$ cat config.mk
export PLATFORM = sky130hd
export DESIGN_NAME = uart_tx_flat
export DESIGN_NICKNAME = d
export VERILOG_FILES = /design/src/rtl/uart_tx_if.sv /design/src/rtl/uart_tx.sv /design/src/flat_wrapper.sv
export SDC_FILE = /design/constraint.sdc
export NUM_CORES = 1
export LEC_CHECK = 0
export CAP_MARGIN = 25
export CORE_MARGIN = 2
export CORE_UTILIZATION = 50
export CTS_CLUSTER_DIAMETER = 200
export DETAILED_ROUTE_END_ITERATION = 16
export PLACE_DENSITY = 0.74
export SETUP_SLACK_MARGIN = 0.02
export SLEW_MARGIN = 40
export SYNTH_ARGS = -nofsm -noshare
export SYNTH_HDL_FRONTEND = slang
export SYNTH_SLANG_ARGS = --single-unit
$ cat constraint.sdc
create_clock -name clk -period 1.6 [get_ports clk]
set_input_delay 0.16 -clock clk [delete_from_list [all_inputs] [get_ports clk]]
set_output_delay 0.16 -clock clk [all_outputs]
set_load 0.02 [all_outputs]
$ cat src/rtl/uart_tx_if.sv
// CPU-side write port of the UART transmitter: write strobe and byte in, busy/done status out.
// No latency of its own; a bundle of wires.
// The master must respect busy. A write presented while busy is high is silently dropped.
`timescale 1ns/1ps
interface uart_tx_if;
    logic       wr;
    logic [7:0] tx_data;
    logic       busy;
    logic       done;

    modport master (output wr, output tx_data, input busy, input done);
    modport slave  (input wr, input tx_data, output busy, output done);
endinterface

$ cat src/rtl/uart_tx.sv
// 8N1 UART transmitter; optional TX FIFO when UART_TX_FIFO_EN is defined.
// Start bit begins at the accept (or pop) edge; frame is 10*DIV cycles, and done pulses at the final stop edge.
// Without the FIFO, busy is high for the whole frame. With the FIFO, busy means the FIFO is full. Writes made while busy are dropped.
`timescale 1ns/1ps
module uart_tx #(
    parameter int FREQ_MHZ   = 12,
    parameter int BAUDS      = 115200,
    parameter int FIFO_DEPTH = 4
) (
    input  logic     clk,
    input  logic     resetq,
    uart_tx_if.slave bus,
    output logic     tx
);
    localparam int DIV = (FREQ_MHZ * 1000000) / BAUDS;
    localparam int BW  = (DIV < 2) ? 1 : $clog2(DIV);
    localparam logic [BW-1:0] BAUD_LAST = BW'(DIV - 1);

    if (DIV < 2) begin : g_div_chk
        $error("uart_tx: clock divisor FREQ_MHZ*1e6/BAUDS must be at least 2");
    end
    if (FIFO_DEPTH < 2) begin : g_depth_chk
        $error("uart_tx: FIFO_DEPTH must be at least 2");
    end

    typedef enum logic [1:0] {IDLE, START, DATA, STOP} state_t;

    state_t        state;
    logic [BW-1:0] baud;
    logic [2:0]    bitcnt;
    logic [7:0]    shreg;
    logic          ser_busy;
    logic          done_r;

    logic          baud_last;
    logic          start;
    logic [7:0]    start_dat;

    assign baud_last = (baud == BAUD_LAST);
    assign bus.done  = done_r;

`ifdef UART_TX_FIFO_EN
    localparam int AW = $clog2(FIFO_DEPTH);

    logic [7:0]  mem [FIFO_DEPTH];
    logic [AW-1:0] wp;
    logic [AW-1:0] rp;
    logic [AW:0]   cnt;
    logic          full;
    logic          push;

    assign full      = (cnt == (AW+1)'(FIFO_DEPTH));
    // The serializer takes the next byte from idle or on the last stop-bit edge, so queued frames run gap-free.
    assign start     = (cnt != '0) && (!ser_busy || (state == STOP && baud_last));
    // A pop frees a slot in the same edge, so a write landing on it is still taken.
    assign push      = bus.wr && (!full || start);
    assign start_dat = mem[rp];
    assign bus.busy  = full;

    // FIFO storage: written on push only, no reset needed.
    always_ff @(posedge clk) begin
        if (push) mem[wp] <= bus.tx_data;
    end

    // FIFO pointers and occupancy; reset flushes the queue.
    always_ff @(posedge clk) begin
        if (!resetq) begin
            wp  <= '0;
            rp  <= '0;
            cnt <= '0;
        end else begin
            if (push)  wp <= wp + 1'b1;
            if (start) rp <= rp + 1'b1;
            cnt <= cnt + (AW+1)'(push) - (AW+1)'(start);
        end
    end
`else
    assign start     = bus.wr && !ser_busy;
    assign start_dat = bus.tx_data;
    assign bus.busy  = ser_busy;
`endif

    // Frame sequencer: tx, busy and done all come straight from flops.
    always_ff @(posedge clk) begin
        if (!resetq) begin
            state    <= IDLE;
            tx       <= 1'b1;
            ser_busy <= 1'b0;
            done_r   <= 1'b0;
            baud     <= '0;
            bitcnt   <= '0;
            shreg    <= '0;
        end else begin
            done_r <= 1'b0;
            case (state)
                IDLE: begin
                    tx <= 1'b1;
                    if (start) begin
                        shreg    <= start_dat;
                        tx       <= 1'b0;
                        ser_busy <= 1'b1;
                        baud     <= '0;
                        bitcnt   <= '0;
                        state    <= START;
                    end
                end
                START: begin
                    if (baud_last) begin
                        baud   <= '0;
                        bitcnt <= '0;
                        tx     <= shreg[0];
                        state  <= DATA;
                    end else begin
                        baud <= baud + 1'b1;
                    end
                end
                DATA: begin
                    if (baud_last) begin
                        baud <= '0;
                        if (bitcnt == 3'd7) begin
                            tx    <= 1'b1;
                            state <= STOP;
                        end else begin
                            bitcnt <= bitcnt + 1'b1;
                            tx     <= shreg[1];
                            shreg  <= {1'b0, shreg[7:1]};
                        end
                    end else begin
                        baud <= baud + 1'b1;
                    end
                end
                STOP: begin
                    if (baud_last) begin
                        baud   <= '0;
                        done_r <= 1'b1;
                        // Only the FIFO build can chain a new frame here; otherwise start is low outside IDLE.
                        if (start) begin
                            shreg  <= start_dat;
                            tx     <= 1'b0;
                            bitcnt <= '0;
                            state  <= START;
                        end else begin
                            ser_busy <= 1'b0;
                            state    <= IDLE;
                        end
                    end else begin
                        baud <= baud + 1'b1;
                    end
                end
                default: state <= IDLE;
            endcase
        end
    end
endmodule

$ cat src/flat_wrapper.sv
// flat-port wrapper written by rule: the top's interface ports become plain ports
module uart_tx_flat 
#(
    parameter int FREQ_MHZ   = 12,
    parameter int BAUDS      = 115200,
    parameter int FIFO_DEPTH = 4
)
  (clk, resetq, tx, bus_wr, bus_tx_data, bus_busy, bus_done);
  uart_tx_if bus_i ();
  input  logic clk;
  input  logic resetq;
  output logic tx;
  input wire logic [$bits(bus_i.wr)-1:0] bus_wr;
  input wire logic [$bits(bus_i.tx_data)-1:0] bus_tx_data;
  output wire logic [$bits(bus_i.busy)-1:0] bus_busy;
  output wire logic [$bits(bus_i.done)-1:0] bus_done;
  assign bus_i.wr = bus_wr;
  assign bus_i.tx_data = bus_tx_data;
  assign bus_busy = bus_i.busy;
  assign bus_done = bus_i.done;
  uart_tx #(.FREQ_MHZ(FREQ_MHZ), .BAUDS(BAUDS), .FIFO_DEPTH(FIFO_DEPTH)) u_core (.clk(clk), .resetq(resetq), .bus(bus_i), .tx(tx));
endmodule
==> results.md <==
| Result | Value |
| --- | --- |
| Area fraction of the dominant cell type after synthesis | 0.328 |
| Hold buffers post-CTS | 0 |
| Setup violation total in the final timing report | 0 |
| Total number of H-tree levels | 1 |
| Initial Util | 0.518 |
| Via total after detailed routing | 1239 |
| Cells after Synth | 154 |
| Post-layout nets | 204 |
| Pin slew with the least headroom to its limit | 308 ps |
| Beginning of the worst register-to-register path | u_core.state[1]$_SDFFE_PN0P_ |
| Path type of the worst min-delay path | reg -> reg |
| Fraction of the yosys area taken by sequential cells | 0.328 |
| Post-synthesis net count | 173 |
| Launching element type of the critical path | flip-flop |
| Count of final hold-check violations | 0 |
| Max-cap check violation count | 0 |
| Area fraction in compound gates after synthesis | 0.178 |
| Number of register bits inferred by synthesis | 23 |
| Number of optimization iterations in the first detailed-route pass | 4 |
| Clk sink count | 23 |
| Time the final worst path needs with I/O delays and setup | 1560 ps |
| Post-synth top flop | dfxtp_1 |
| Count of unresolved DRC violations after routing | 0 |
| HP Start | u_core.shreg[3]$_SDFFE_PN0P_ |
| Library cell with the largest summed area after synthesis | dfxtp_1 |
| Total power | 0.00226 W |
| Xor/xnor share of the synthesized area | 0.0312 |
| Clock-pin transition on the worst setup and hold timing paths | 130 ps |
| Leading cell types in the layout, fill and taps excluded | nand2_1 (30), buf_4 (19), dfxtp_1 (19) |
| Area fraction in and, or, nand and nor cells after synthesis | 0.223 |
| Summed instance area of the synthesized netlist | 0.00140 sq mm |
| Pin count of the biggest net entering global routing | 20 |
| Die Footprint | 0.00325 sq mm |
| Fraction of layout instances using a drive strength above 1 | 0.310 |
| Cell types with the largest area share after synthesis | dfxtp_1 (33%), nand2_1 (8.0%), ha_1 (7.1%), mux2i_1 (6.4%), mux2_2 (5.6%) |
| Synth Area in Adders | 0.0713 |
| Reg2Reg Setup Slack | 40 ps |
| Number of buffers added on ports | 13 |
| Total wirelength of the detailed-routed design | 3330 microns |
| Reg2reg path depth | 7 |
| Avg WL per Cell | 15.5 microns |
| RSZ-0062 raised after global routing | true |
| Largest clock skew in the final design | 7.69 ps |
| Dominant combinational cell family by area after synthesis | simple AND/OR/NAND/NOR gates |
| Area of the multi-input gates | 940 sq um |
| Sequential standard cell area | 465 sq um |
| Sum of net half-perimeters after detailed placement | 2490 microns |
| Outcome | finished, final reports clean |
| Min-Delay Endpoint | u_core.shreg[3]$_SDFFE_PN0P_ |
| Minimum setup slack after placement | -149 ps |
| Filler-free cell count of the finished design | 215 |
| Cell count after placement | 210 |
| ANT nets after route | 0 |
| Number of flops mapped to enable cells by yosys | 0 |
| Signed area change from the synthesized netlist to the final layout | 27.5% |
| Share of synthesized flip-flops with an asynchronous set or reset | 0 |
| P_leak | 0.673 nW |
| Placer Congestion | 0.788 |
| Vertical extent of the die | 57.0 microns |
| Number of buffers between clock root and the deepest sink | 2 |
| Filler instances | 223 |
| Data arrival time of the worst path | 1800 ps |
| TritonCTS clock tree | done |
| Data required time at the worst endpoint | 1840 ps |
| Num ports | 14 |
| Inserted Diodes | 0 |
| Mean number of vias per cell | 5.76 |
| Total overflow reported by the global router | 0 |
| Endpoint kind of the worst setup timing path | flip-flop |
| Avg Synthesized Cell Area | 9.12 sq um |
| Relative slew slack | 0.794 |
| Die width | 57.0 microns |
| Clock root buffer master | clkbuf_4 |
| Maximum clock frequency | 641 MHz |
| R2r endpoint | u_core.baud[0]$_SDFFE_PN0P_ |
| Critical path class | reg -> reg |
| Clock insertion delay at the later pin of the skew report | 320 ps |
| Most common cell after layout, fill and taps aside | nand2_1 |
| Multiplexer fraction of the synthesized cell area | 0.120 |
| Number of clock buffers inserted by TritonCTS | 3 |
| Placed Area | 0.00168 sq mm |
| Wire length of the first global-routing pass | 5650 microns |
| Worst ir drop on vdd | 821 uV |
| Area of all placed cells without fillers | 0.00179 sq mm |
| Count of standard-cell rows | 19 |
| Pwr per Cell Area | 1260 mW/mm^2 |
| Worst Hold Depth | 2 |
| Peak fanout along the critical path | 6 |
| Period utilisation layout | 0.975 |
| Final max-slew violation count | 0 |
| Core region area | 0.00271 sq mm |
| Number of distinct library cell variants in the gate-level netlist after synthesis | 41 |
| Total routing resource utilization after global routing | 0.220 |
| Post-route setup slack | 40.0 ps |
| Initial antenna violation count | 0 |
| Drt first-iter violations | 23 |
| Hold Worst Slack | 475 ps |
| Warning count from the yosys run | 0 |
| Number of global-route vias before repair | 1271 |
-- cells in the mapped netlist (2+ instances only) --
master / number
nand2_1: 30
dfxtp_1: 23
nor2_1: 11
mux2i_1: 9
ha_1: 8
inv_1: 7
mux2_2: 7
a31oi_1: 5
xnor2_1: 5
nand4_1: 4
o21ai_0: 4
a21oi_1: 3
buf_2: 3
nand3_1: 3
a211oi_1: 2
clkbuf_1: 2
nand2b_1: 2
nor3_1: 2
o22ai_1: 2
-- report_power, final --
part,switching (W),leakage (nW),internal [W]
Clock,0.000175,0.0150,0.0000975
Combinational,0.000637,0.468,0.000598
Sequential,0.0000755,0.189,0.000680
-- critical path: stages (launching register included) --
cell     delay, ps
dfxtp_2        370
inv_1          130
ha_2           280
inv_1          100
nor2_2         190
o21ai_1        100
buf_4          170
nor2_1         150
-- area by class of cell --
cell class | count | area share
multi-input cells | 117 | 0.525
flip-flops and latches | 23 | 0.260
repair buffers | 33 | 0.164
well taps | 31 | 0.0217
clock buffers | 4 | 0.0147
inverters | 7 | 0.0147
-- worst max-delay path by stage --
stage	from	endpoint	slack [ps]
after floorplan	u_core.baud[0]$_SDFFE_PN0P_	u_core.shreg[7]$_SDFFE_PN0P_	20
after global placement	bus_wr	u_core.tx$_SDFFE_PN1P_	-100
after detailed placement	bus_wr	u_core.shreg[4]$_SDFFE_PN0P_	-150
after CTS	u_core.state[1]$_SDFFE_PN0P_	u_core.shreg[5]$_SDFFE_PN0P_	30
after global routing	u_core.state[1]$_SDFFE_PN0P_	u_core.baud[0]$_SDFFE_PN0P_	-70
final	u_core.state[1]$_SDFFE_PN0P_	u_core.baud[0]$_SDFFE_PN0P_	40
-- per-stage QoR --
stage	TNS [ps]	util
2_1_floorplan	0	-
3_3_place_gp	-971	0.620
3_5_place_dp	-1630	0.620
4_1_cts	0	0.646
5_1_grt	-301	0.660
6_report	0	0.660
-- state kept, by name, indices dropped and copies added, names as in the netlist --
register and flops:
u_core.shreg 8, u_core.baud 7, u_core.bitcnt 3, u_core.state 2, u_core.bus.busy 1, u_core.bus.done 1
u_core.tx 1
-- routing by layer --
metal | vias to the layer above | global-route usage | part of all wire
li1 | 607 | - | -
met1 | 594 | 0.254 | 0.42
met2 | 29 | 0.407 | 0.52
met3 | 9 | 0.0295 | 0.035
met4 | 0 | 0.0831 | 0.025
met5 | - | 0 | 0
-- cells by family (layout without fill, tap and decap cells) --
group | after synthesis | in the layout
multiplexers | 16 | 16
AND/OR/NAND/NOR | 60 | 60
flip-flops | 23 | 23
adder cells (fa/ha/maj) | 8 | 8
AO/OA/AOI/OAI | 28 | 28
buffers and inverters | 14 | 44
XOR/XNOR | 5 | 5
-- timing repair --
action                     CTS  global route
setup buffers                0             1
pin swaps                    2             3
setup endpoints to repair   18            19
gates resized for setup     13             5
Power figures use the tool's default switching activity.
